## src/rtl/button_event_ctrl_pkg.sv

```systemverilog
// Shared types and helpers for the push-button event controller.
package button_event_ctrl_pkg;

  typedef enum logic {
    ST_IDLE  = 1'b0,
    ST_OFFER = 1'b1
  } state_t;

  localparam int unsigned MAX_BTN  = 8;
  localparam int unsigned MAX_ID_W = 3;

  // Round-robin pick: first set bit of req scanning ptr, ptr+1, ... mod n.
  // Returns {found, index}.
  function automatic logic [MAX_ID_W:0] rr_pick(input logic [MAX_BTN-1:0]  req,
                                                input logic [MAX_ID_W-1:0] ptr,
                                                input int unsigned         n);
    logic [MAX_ID_W:0] res;
    int unsigned       idx;
    res = '0;
    for (int unsigned k = 0; k < MAX_BTN; k++) begin
      idx = (32'(ptr) + k) % n;
      if (k < n && !res[MAX_ID_W] && req[MAX_ID_W'(idx)]) begin
        res = {1'b1, MAX_ID_W'(idx)};
      end
    end
    return res;
  endfunction

endpackage

```

## src/rtl/button_event_ctrl_filter.sv

```systemverilog
// Per-button synchroniser, sample shift register with hysteresis, and press pulse.
module button_event_ctrl_filter #(
  parameter int unsigned STABLE_CNT = 3
) (
  input  logic clk,
  input  logic rst_n,
  input  logic tick,
  input  logic raw,
  output logic level,
  output logic rise
);

  logic [1:0]            sync;
  logic [STABLE_CNT-1:0] samples;
  logic [STABLE_CNT-1:0] samples_nxt;

  assign samples_nxt = {samples[STABLE_CNT-2:0], sync[1]};

  // Level only moves when the whole sample window agrees.
  always_ff @(posedge clk or negedge rst_n) begin
    if (!rst_n) begin
      sync    <= '0;
      samples <= '0;
      level   <= 1'b0;
      rise    <= 1'b0;
    end else begin
      sync <= {sync[0], raw};
      rise <= 1'b0;
      if (tick) begin
        samples <= samples_nxt;
        if (&samples_nxt) begin
          level <= 1'b1;
          rise  <= ~level;
        end else if (~|samples_nxt) begin
          level <= 1'b0;
        end
      end
    end
  end

endmodule

```

## src/rtl/button_event_ctrl.sv

```systemverilog
// Button front end: shared sample prescaler, per-button filters, pending
// presses and a round-robin arbiter feeding a valid/ready event port.
module button_event_ctrl
  import button_event_ctrl_pkg::*;
#(
  parameter int unsigned N_BTN      = 5,
  parameter int unsigned TICK_DIV   = 100000,
  parameter int unsigned STABLE_CNT = 3
) (
  input  logic                     clk,
  input  logic                     rst_n,
  input  logic [N_BTN-1:0]         btn_raw,
  output logic [N_BTN-1:0]         btn_level,
  output logic [N_BTN-1:0]         pending,
  output logic                     evt_valid,
  output logic [$clog2(N_BTN)-1:0] evt_id,
  input  logic                     evt_ready,
  output logic                     overrun
);

  localparam int unsigned ID_W  = $clog2(N_BTN);
  localparam int unsigned CNT_W = $clog2(TICK_DIV);

  logic [CNT_W-1:0]  cnt;
  logic              tick;
  logic [N_BTN-1:0]  rise;
  logic [ID_W-1:0]   rr_ptr;
  logic [ID_W-1:0]   rr_ptr_nxt;
  logic [N_BTN-1:0]  clr;
  logic [N_BTN-1:0]  pending_nxt;
  logic              overrun_nxt;
  logic              accept;
  logic [MAX_ID_W:0] pick_idle;
  logic [MAX_ID_W:0] pick_b2b;
  logic              evt_valid_nxt;
  logic [ID_W-1:0]   evt_id_nxt;
  state_t            state;
  state_t            state_nxt;

  // Shared sample-tick prescaler.
  assign tick = (cnt == CNT_W'(TICK_DIV - 1));

  always_ff @(posedge clk or negedge rst_n) begin
    if (!rst_n) begin
      cnt <= '0;
    end else if (tick) begin
      cnt <= '0;
    end else begin
      cnt <= cnt + CNT_W'(1);
    end
  end

  for (genvar i = 0; i < N_BTN; i++) begin : g_filt
    button_event_ctrl_filter #(
      .STABLE_CNT(STABLE_CNT)
    ) u_filt (
      .clk  (clk),
      .rst_n(rst_n),
      .tick (tick),
      .raw  (btn_raw[i]),
      .level(btn_level[i]),
      .rise (rise[i])
    );
  end

  // Pending bookkeeping: a new press beats a same-cycle clear.
  assign accept      = (state == ST_OFFER) && evt_ready;
  assign clr         = accept ? (N_BTN'(1) << evt_id) : '0;
  assign pending_nxt = (pending & ~clr) | rise;
  assign overrun_nxt = |(rise & pending & ~clr);
  assign rr_ptr_nxt  = !accept ? rr_ptr :
                       (evt_id == ID_W'(N_BTN - 1)) ? '0 : evt_id + ID_W'(1);

  assign pick_idle = rr_pick(MAX_BTN'(pending), MAX_ID_W'(rr_ptr), N_BTN);
  assign pick_b2b  = rr_pick(MAX_BTN'(pending_nxt), MAX_ID_W'(rr_ptr_nxt), N_BTN);

  always_ff @(posedge clk or negedge rst_n) begin
    if (!rst_n) begin
      state <= ST_IDLE;
    end else begin
      state <= state_nxt;
    end
  end

  always_comb begin
    state_nxt = state;
    case (state)
      ST_IDLE:  if (pick_idle[MAX_ID_W]) state_nxt = ST_OFFER;
      ST_OFFER: if (evt_ready && !pick_b2b[MAX_ID_W]) state_nxt = ST_IDLE;
      default:  state_nxt = ST_IDLE;
    endcase
  end

  // Offer the next grant in the same cycle as an accept when one remains.
  always_comb begin
    evt_valid_nxt = evt_valid;
    evt_id_nxt    = evt_id;
    case (state)
      ST_IDLE: begin
        if (pick_idle[MAX_ID_W]) begin
          evt_valid_nxt = 1'b1;
          evt_id_nxt    = ID_W'(pick_idle[MAX_ID_W-1:0]);
        end
      end
      ST_OFFER: begin
        if (evt_ready) begin
          if (pick_b2b[MAX_ID_W]) begin
            evt_valid_nxt = 1'b1;
            evt_id_nxt    = ID_W'(pick_b2b[MAX_ID_W-1:0]);
          end else begin
            evt_valid_nxt = 1'b0;
          end
        end
      end
      default: begin
        evt_valid_nxt = 1'b0;
      end
    endcase
  end

  always_ff @(posedge clk or negedge rst_n) begin
    if (!rst_n) begin
      pending   <= '0;
      overrun   <= 1'b0;
      rr_ptr    <= '0;
      evt_valid <= 1'b0;
      evt_id    <= '0;
    end else begin
      pending   <= pending_nxt;
      overrun   <= overrun_nxt;
      rr_ptr    <= rr_ptr_nxt;
      evt_valid <= evt_valid_nxt;
      evt_id    <= evt_id_nxt;
    end
  end

endmodule
```

## config.mk

```make
export PLATFORM = sky130hd
export DESIGN_NAME = button_event_ctrl
export DESIGN_NICKNAME = d
export VERILOG_FILES = /design/src/rtl/button_event_ctrl_pkg.sv /design/src/rtl/button_event_ctrl_filter.sv /design/src/rtl/button_event_ctrl.sv
export SDC_FILE = /design/constraint.sdc
export NUM_CORES = 1
export LEC_CHECK = 0
export ABC_AREA = 1
export CAP_MARGIN = 20
export CORE_ASPECT_RATIO = 0.7
export CORE_MARGIN = 2
export CORE_UTILIZATION = 35
export DETAILED_ROUTE_END_ITERATION = 7
export GPL_TIMING_DRIVEN = 0
export SLEW_MARGIN = 20
export SYNTH_ARGS = -nofsm -noshare
export SYNTH_HDL_FRONTEND = slang
export SYNTH_SLANG_ARGS = --single-unit
```

## constraint.sdc

```tcl
create_clock -name clk -period 4.64 [get_ports clk]
set_clock_uncertainty 0.05 [all_clocks]
set_input_delay 1.16 -clock clk [delete_from_list [all_inputs] [get_ports clk]]
set_output_delay 1.16 -clock clk [all_outputs]
set_load 0.005 [all_outputs]
```

==> Word-level counts from Yosys, hierarchy flattened <==
Cells that the tools add are included.
{ "classes": {"n_addsub": 10, "shifts": 1, "div_mod_pow": 10, "bitwise": 11, "order_cmp": 10, "n_reduce_logical": 37, "n_eq_ne": 10, "mux": 65} }
{ "op_table": {"columns": ["cell", "n"], "rows": [
  ["$mod 32x3->32 const B", 8],
  ["$mod 3x3->32 const B", 2],
  ["$lt 3x4->1 const B", 10],
  ["$mux 4", 10],
  ["$mux 1", 35],
  ["$bmux 1 s3", 10],
  ["$reduce_and 3->1", 6],
  ["$add 17x1->17 const B", 1],
  ["$eq 17x17->1 const B", 1],
  ["$mux 17", 1],
  ["$add 3x2->4 const B", 4],
  ["$and 5x5->5", 3],
  ["$mux 3", 5],
  ["$reduce_or 3->1", 5],
  ["$reduce_and 2->1", 6],
  ["$logic_and 1x1->1", 10],
  ["$ne 2x1->1 const B", 5],
  ["$logic_not 1->1", 9],
  ["$add 3x1->4 const B", 2],
  ["$add 3x3->4 const B", 2],
  ["$ne 2x2->1 const B", 3],
  ["$not 1->1", 6],
  ["$pmux 3 s2", 1],
  ["$mux 5", 1],
  ["7 further kinds", 8]
]} }
{ "word_totals": {"ff_bits": 61, "in_bits": 8, "out_inout_bits": 15} }

==> Longest topological paths before layout <==
{ "depth": {"word_depth": 24, "ltp_mapped": 34, "ltp_nobuf": 34} }

==> By module <==
From an unflattened synthesis, not the netlist that was laid out.
{ "hier_totals": {"cells_unflattened": 719, "area_unflattened_um2": 5113.7} }
{ "by_module_without_submodules": {"columns": ["module", "area_each_um2", "cells_each", "seq_area_each_um2", "n_inst"], "rows": [
  ["button_event_ctrl", 4093.9, 624, 775.7, 1],
  ["button_event_ctrl_filter", 203.9, 19, 150.1, 5]
]} }

==> Worst setup path before layout <==
No wires, ideal clock.
{ "synth_timing": {"path_kind": "input -> register", "from": "input port evt_ready", "to": "register evt_id[0]", "n_path_buf": 0, "path_slack_ns": -0.273, "setup_time_ns": 0.121, "path_stages": 30, "arrival_time_ns": 4.742, "cell_sequence": "nand2_8 > inv_8 > o21a_2 > inv_1 > ha_1 > inv_1 > ha_1 > inv_1 > ha_1 > nor2_1 > nand2_1 > nand2_4 > xor2_1 > ha_1 > inv_1 > or2_2 > nand2_4 > nand3_1 > nand2_2 > nand2_1 > nand3_1 > nand2_1 > nand2_2 > nand2_4 > nor2_8 > nand3_2 > nand2_4 > inv_2 > nor2_1 > a21oi_1"} }
{ "synth_lines": {"columns": ["element", "line_no", "text"], "rows": [
  ["start, declared", "button_event_ctrl.sv:17", "input logic evt_ready,"],
  ["$logic_and 1x1->1 (*)", "button_event_ctrl.sv:67", "assign accept = (state == ST_OFFER) && evt_ready;"],
  ["$mux 3 (*)", "button_event_ctrl.sv:71", "assign rr_ptr_nxt = !accept ? rr_ptr :"],
  ["net rr_ptr_nxt[1]", "button_event_ctrl.sv:28", "logic [ID_W-1:0] rr_ptr_nxt;"],
  ["parallel branches: the longest is 15 deep, another holds $mod 32x3->32", null, null],
  ["$mux 4 (*)", "button_event_ctrl_pkg.sv:22", "if (k < n && !res[MAX_ID_W] && req[MAX_ID_W'(idx)]) begin"],
  ["$mux 3", "button_event_ctrl.sv:107", "if (pick_b2b[MAX_ID_W]) begin"],
  ["$mux 3", "button_event_ctrl.sv:106", "if (evt_ready) begin"],
  ["$pmux 3 s2", "button_event_ctrl.sv:98", "case (state)"],
  ["end signal, assigned", "button_event_ctrl.sv:133", "evt_id <= evt_id_nxt;"],
  ["end, declared", "button_event_ctrl.sv:16", "output logic [$clog2(N_BTN)-1:0] evt_id,"]
]} }
Mark *: on every way through the listed nets, which the timed path passes. The select of a mux whose other input is x is not followed.
A chain may end at the register's enable or synchronous reset.

==> Worst setup path after layout <==
{ "layout_timing": {"from": "input port evt_ready", "to": "register evt_id[1]"} }
The elaborated chain is that of the path after synthesis.

==> summary.md <==
| Metric | Value |
|---|---|
| Initial Utilization | `36.0%` |
| Routed WL | `12900 um` |
| Worst r2r dst | `evt_id[1]` |
| Post-synth ARST share | `100%` |
| Via count | `4966` |
| Net count after synthesis | `856` |
| RSZ-0062 raised after global routing | `true` |
| CP max stage delay | `0.31 ns` |
| Area of the mapped netlist | `5620 um2` |
| Core ar. | `15600 um2` |
| Share of cells above drive strength 1 | `18.3%` |
| Clock Tree Buf Depth | `2` |
| Post-DR vias/cell | `4.71` |
| Max Slew Vio Count | `0` |
| WS Path Type | `in2reg` |
| Final instance area | `6710 um2` |
| Post-DP HPWL | `9930 um` |
| Outcome | `complete, no violations` |
| Worst setup EP type | `flip-flop` |
| TritonCTS clock tree | `done` |
| Fmax | `225 MHz` |
| CP startpoint | `evt_ready` |
| Num ports | `23` |
| Synth Area in Simple Gates | `40.0%` |
| Clock Latency Late Sink | `0.33 ns` |
| GP Congestion | `0.823` |
| Mux cell area share after synthesis | `0.890%` |
| Cells after Synth | `798` |
| Setup crit end | `evt_id[1]` |
| Largest net degree at the start of global routing | `45` |
| Ant. Diodes | `0` |
| Synth Flop Type | `dfrtp_1` |
| DRT Pass-1 Iters | `5` |
| Clk pin slew, worst setup/hold paths | `0.06 ns` |
| CP arrival | `4.61 ns` |
| Worst-path fanout max | `8` |
| Die area | `17100 um2` |
| Total grt overflow | `0` |
| Yosys reg bits | `61` |
| Max-slew headroom | `55.0%` |
| Worst hold path type | `reg2reg` |
| Layout Nets | `907` |
| # rows | `38` |
| Post-Synth XOR/XNOR Area | `1.85%` |
| Clock sink total | `61` |
| Adder-cell share of the synthesized area | `11.3%` |
| Placed Area | `6160 um2` |
| Setup TNS | `0 ns` |
| RR Startpoint | `evt_id[1]` |
| DRC Markers | `0` |
| Synthesis-to-layout area growth | `19.3%` |
| Number of global-route vias before repair | `4483` |
| Main combinational cell family by area after synthesis | `simple AND/OR/NAND/NOR gates` |
| Sequential area share after synthesis | `27.2%` |
| Post-synthesis compound-gate area fraction | `8.28%` |
| Required time worst endpoint | `4.80 ns` |
| Initial antenna violation count | `0` |
| Yosys cell types | `49` |
| CTS hold repair buffers | `0` |
| Avg WL per Cell | `12.2 um` |
| First-pass GRT wire length | `22000 um` |
| CTS root buf | `clkbuf_16` |
| Fin Hold WS | `0.289 ns` |
| Fillers | `1621` |
| Die W | `155 um` |
| Post-synth EDFFs | `0` |
| Endpoints failing hold | `0` |
| PortBufs | `22` |
| Total GRT Usage | `16.0%` |
| Total CTS buffers | `9` |
| 1st-iter DRT viols | `307` |
| H-tree Lvls | `3` |
| CP Launch Type | `primary input` |
| Slowest CP cell | `or2_2` |
| Die Y | `110 um` |
| ANT nets after route | `0` |
| Final setup fails | `0` |
| Actual slew at the worst max-slew pin | `0.675 ns` |
| Max cap viols | `0` |
| Tmin final | `4.45 ns` |
| Mapped Avg Cell Area | `7.04 um2` |
| Most used cell, CP | `nand2_4` |
| Fin crit share | `95.9%` |
| R2R cell count | `33` |
| R2R setup slack | `0.31 ns` |
| Synthesis warning total | `0` |
through the flow:
step / instances / utilization (%) / setup slack, ns
after CTS: 1041 / 41.5 / 0.0132
final: 1054 / 43.0 / 0.188
after detailed placement: 1021 / 39.5 / -1.07
after floorplan: 798 / - / 0.00346
after global placement: 1020 / 39.3 / -1.07
after global routing: 1054 / 43.0 / -0.0440
cells by family (layout without fill, tap and decap cells):
logic type      Yosys count  count (layout)
compound gates           71              71
fa+ha+maj                50              50
simple gates            455             455
mux                       5               5
flops                    61              61
xor+xnor                 11              11
buf+inv                 145             201
synthesized netlist by cell type, types with 6 or more instances:
library cell    n  area share [%]
ha_1           49              11
nand2_4        12             2.4
inv_1         122             8.1
nand3_2        14             2.5
nand4_1        22             2.4
a21oi_1        18             1.6
inv_2           8            0.53
nand3_1        80             7.1
nand2_2        26             2.9
nor4_1          6            0.67
xor2_1          9             1.4
dfrtp_1        61              27
nor2_1         72             4.8
o21ai_0        22             2.0
nand2_1       199              13
cell usage in the layout, fill, tap and decap left out, drive strengths merged, types with 3 or more instances in the layout:
cell / count
nand3b: 4
clkdlybuf4s50: 20
o41ai: 6
a21oi: 23
xor2: 10
a31oi: 3
nor2: 78
nor4: 6
nor3: 5
nand2: 239
or2: 4
clkinv: 5
o211ai: 3
nand4: 23
ha: 49
mux2i: 5
o21ai: 30
nand3: 94
buf: 28
inv: 133
dfrtp: 61
clkbuf: 13
routing by layer:
layer	up-vias	wire length [um]	GRT usage, %	part of all wire (%)
met1	2215	7420	25.2	58
met5	-	0	0	0
met4	0	58	2.42	0.45
met2	80	4870	22.4	38
li1	2663	-	-	-
met3	8	515	3.28	4.0
timing repair:
action	in CTS	in global routing
setup buffers	4	13
pin swaps	2	13
resized for setup	10	26
endpoints found under the setup margin	5	5
how the worst min path moves through the flow:
stage	from	end	slack, ns	cells past startpoint
global placement	g_filt[1].u_filt.sync[0]	g_filt[1].u_filt.sync[1]	0.28	0
CTS	g_filt[1].u_filt.sync[0]	g_filt[1].u_filt.sync[1]	0.29	0
finish	g_filt[1].u_filt.sync[0]	g_filt[1].u_filt.sync[1]	0.29	0
global route	g_filt[2].u_filt.sync[0]	g_filt[2].u_filt.sync[1]	0.31	0
floorplan	g_filt[0].u_filt.sync[0]	g_filt[0].u_filt.sync[1]	0.28	0
detailed placement	g_filt[1].u_filt.sync[0]	g_filt[1].u_filt.sync[1]	0.28	0
critical path, delay by kind of cell:
family,cells,cell delay [ns]
adder cells (fa/ha/maj),4,0.71
buffers and inverters,7,0.59
AO/OA/AOI/OAI,3,0.37
AND/OR/NAND/NOR,16,1.67
XOR/XNOR,1,0.08
flip-flops by register name, summed over array words and instances (netlist names):
register / flops
cnt: 17
evt_id: 3
evt_valid: 1
g_filt.u_filt.level: 5
g_filt.u_filt.rise: 5
g_filt.u_filt.samples: 10
g_filt.u_filt.sync: 10
overrun: 1
pending: 5
rr_ptr: 3
state: 1
area by class of cell:
| cell class | count | area, um2 | share of cell area, % |
|---|---|---|---|
| buffer | 11 | 85.1 | 1.27 |
| clock buffer | 10 | 229 | 3.41 |
| tap | 200 | 250 | 3.73 |
| sequential | 61 | 1530 | 22.8 |
| multi-input combinational | 592 | 3670 | 54.7 |
| inverter | 134 | 528 | 7.87 |
| clock inverter | 6 | 38.8 | 0.578 |
| timing repair buffer | 40 | 380 | 5.67 |
Power is left out: the tool's default activity adds up to more than one toggle a clock period on the data nets, which glitch-free logic cannot reach.
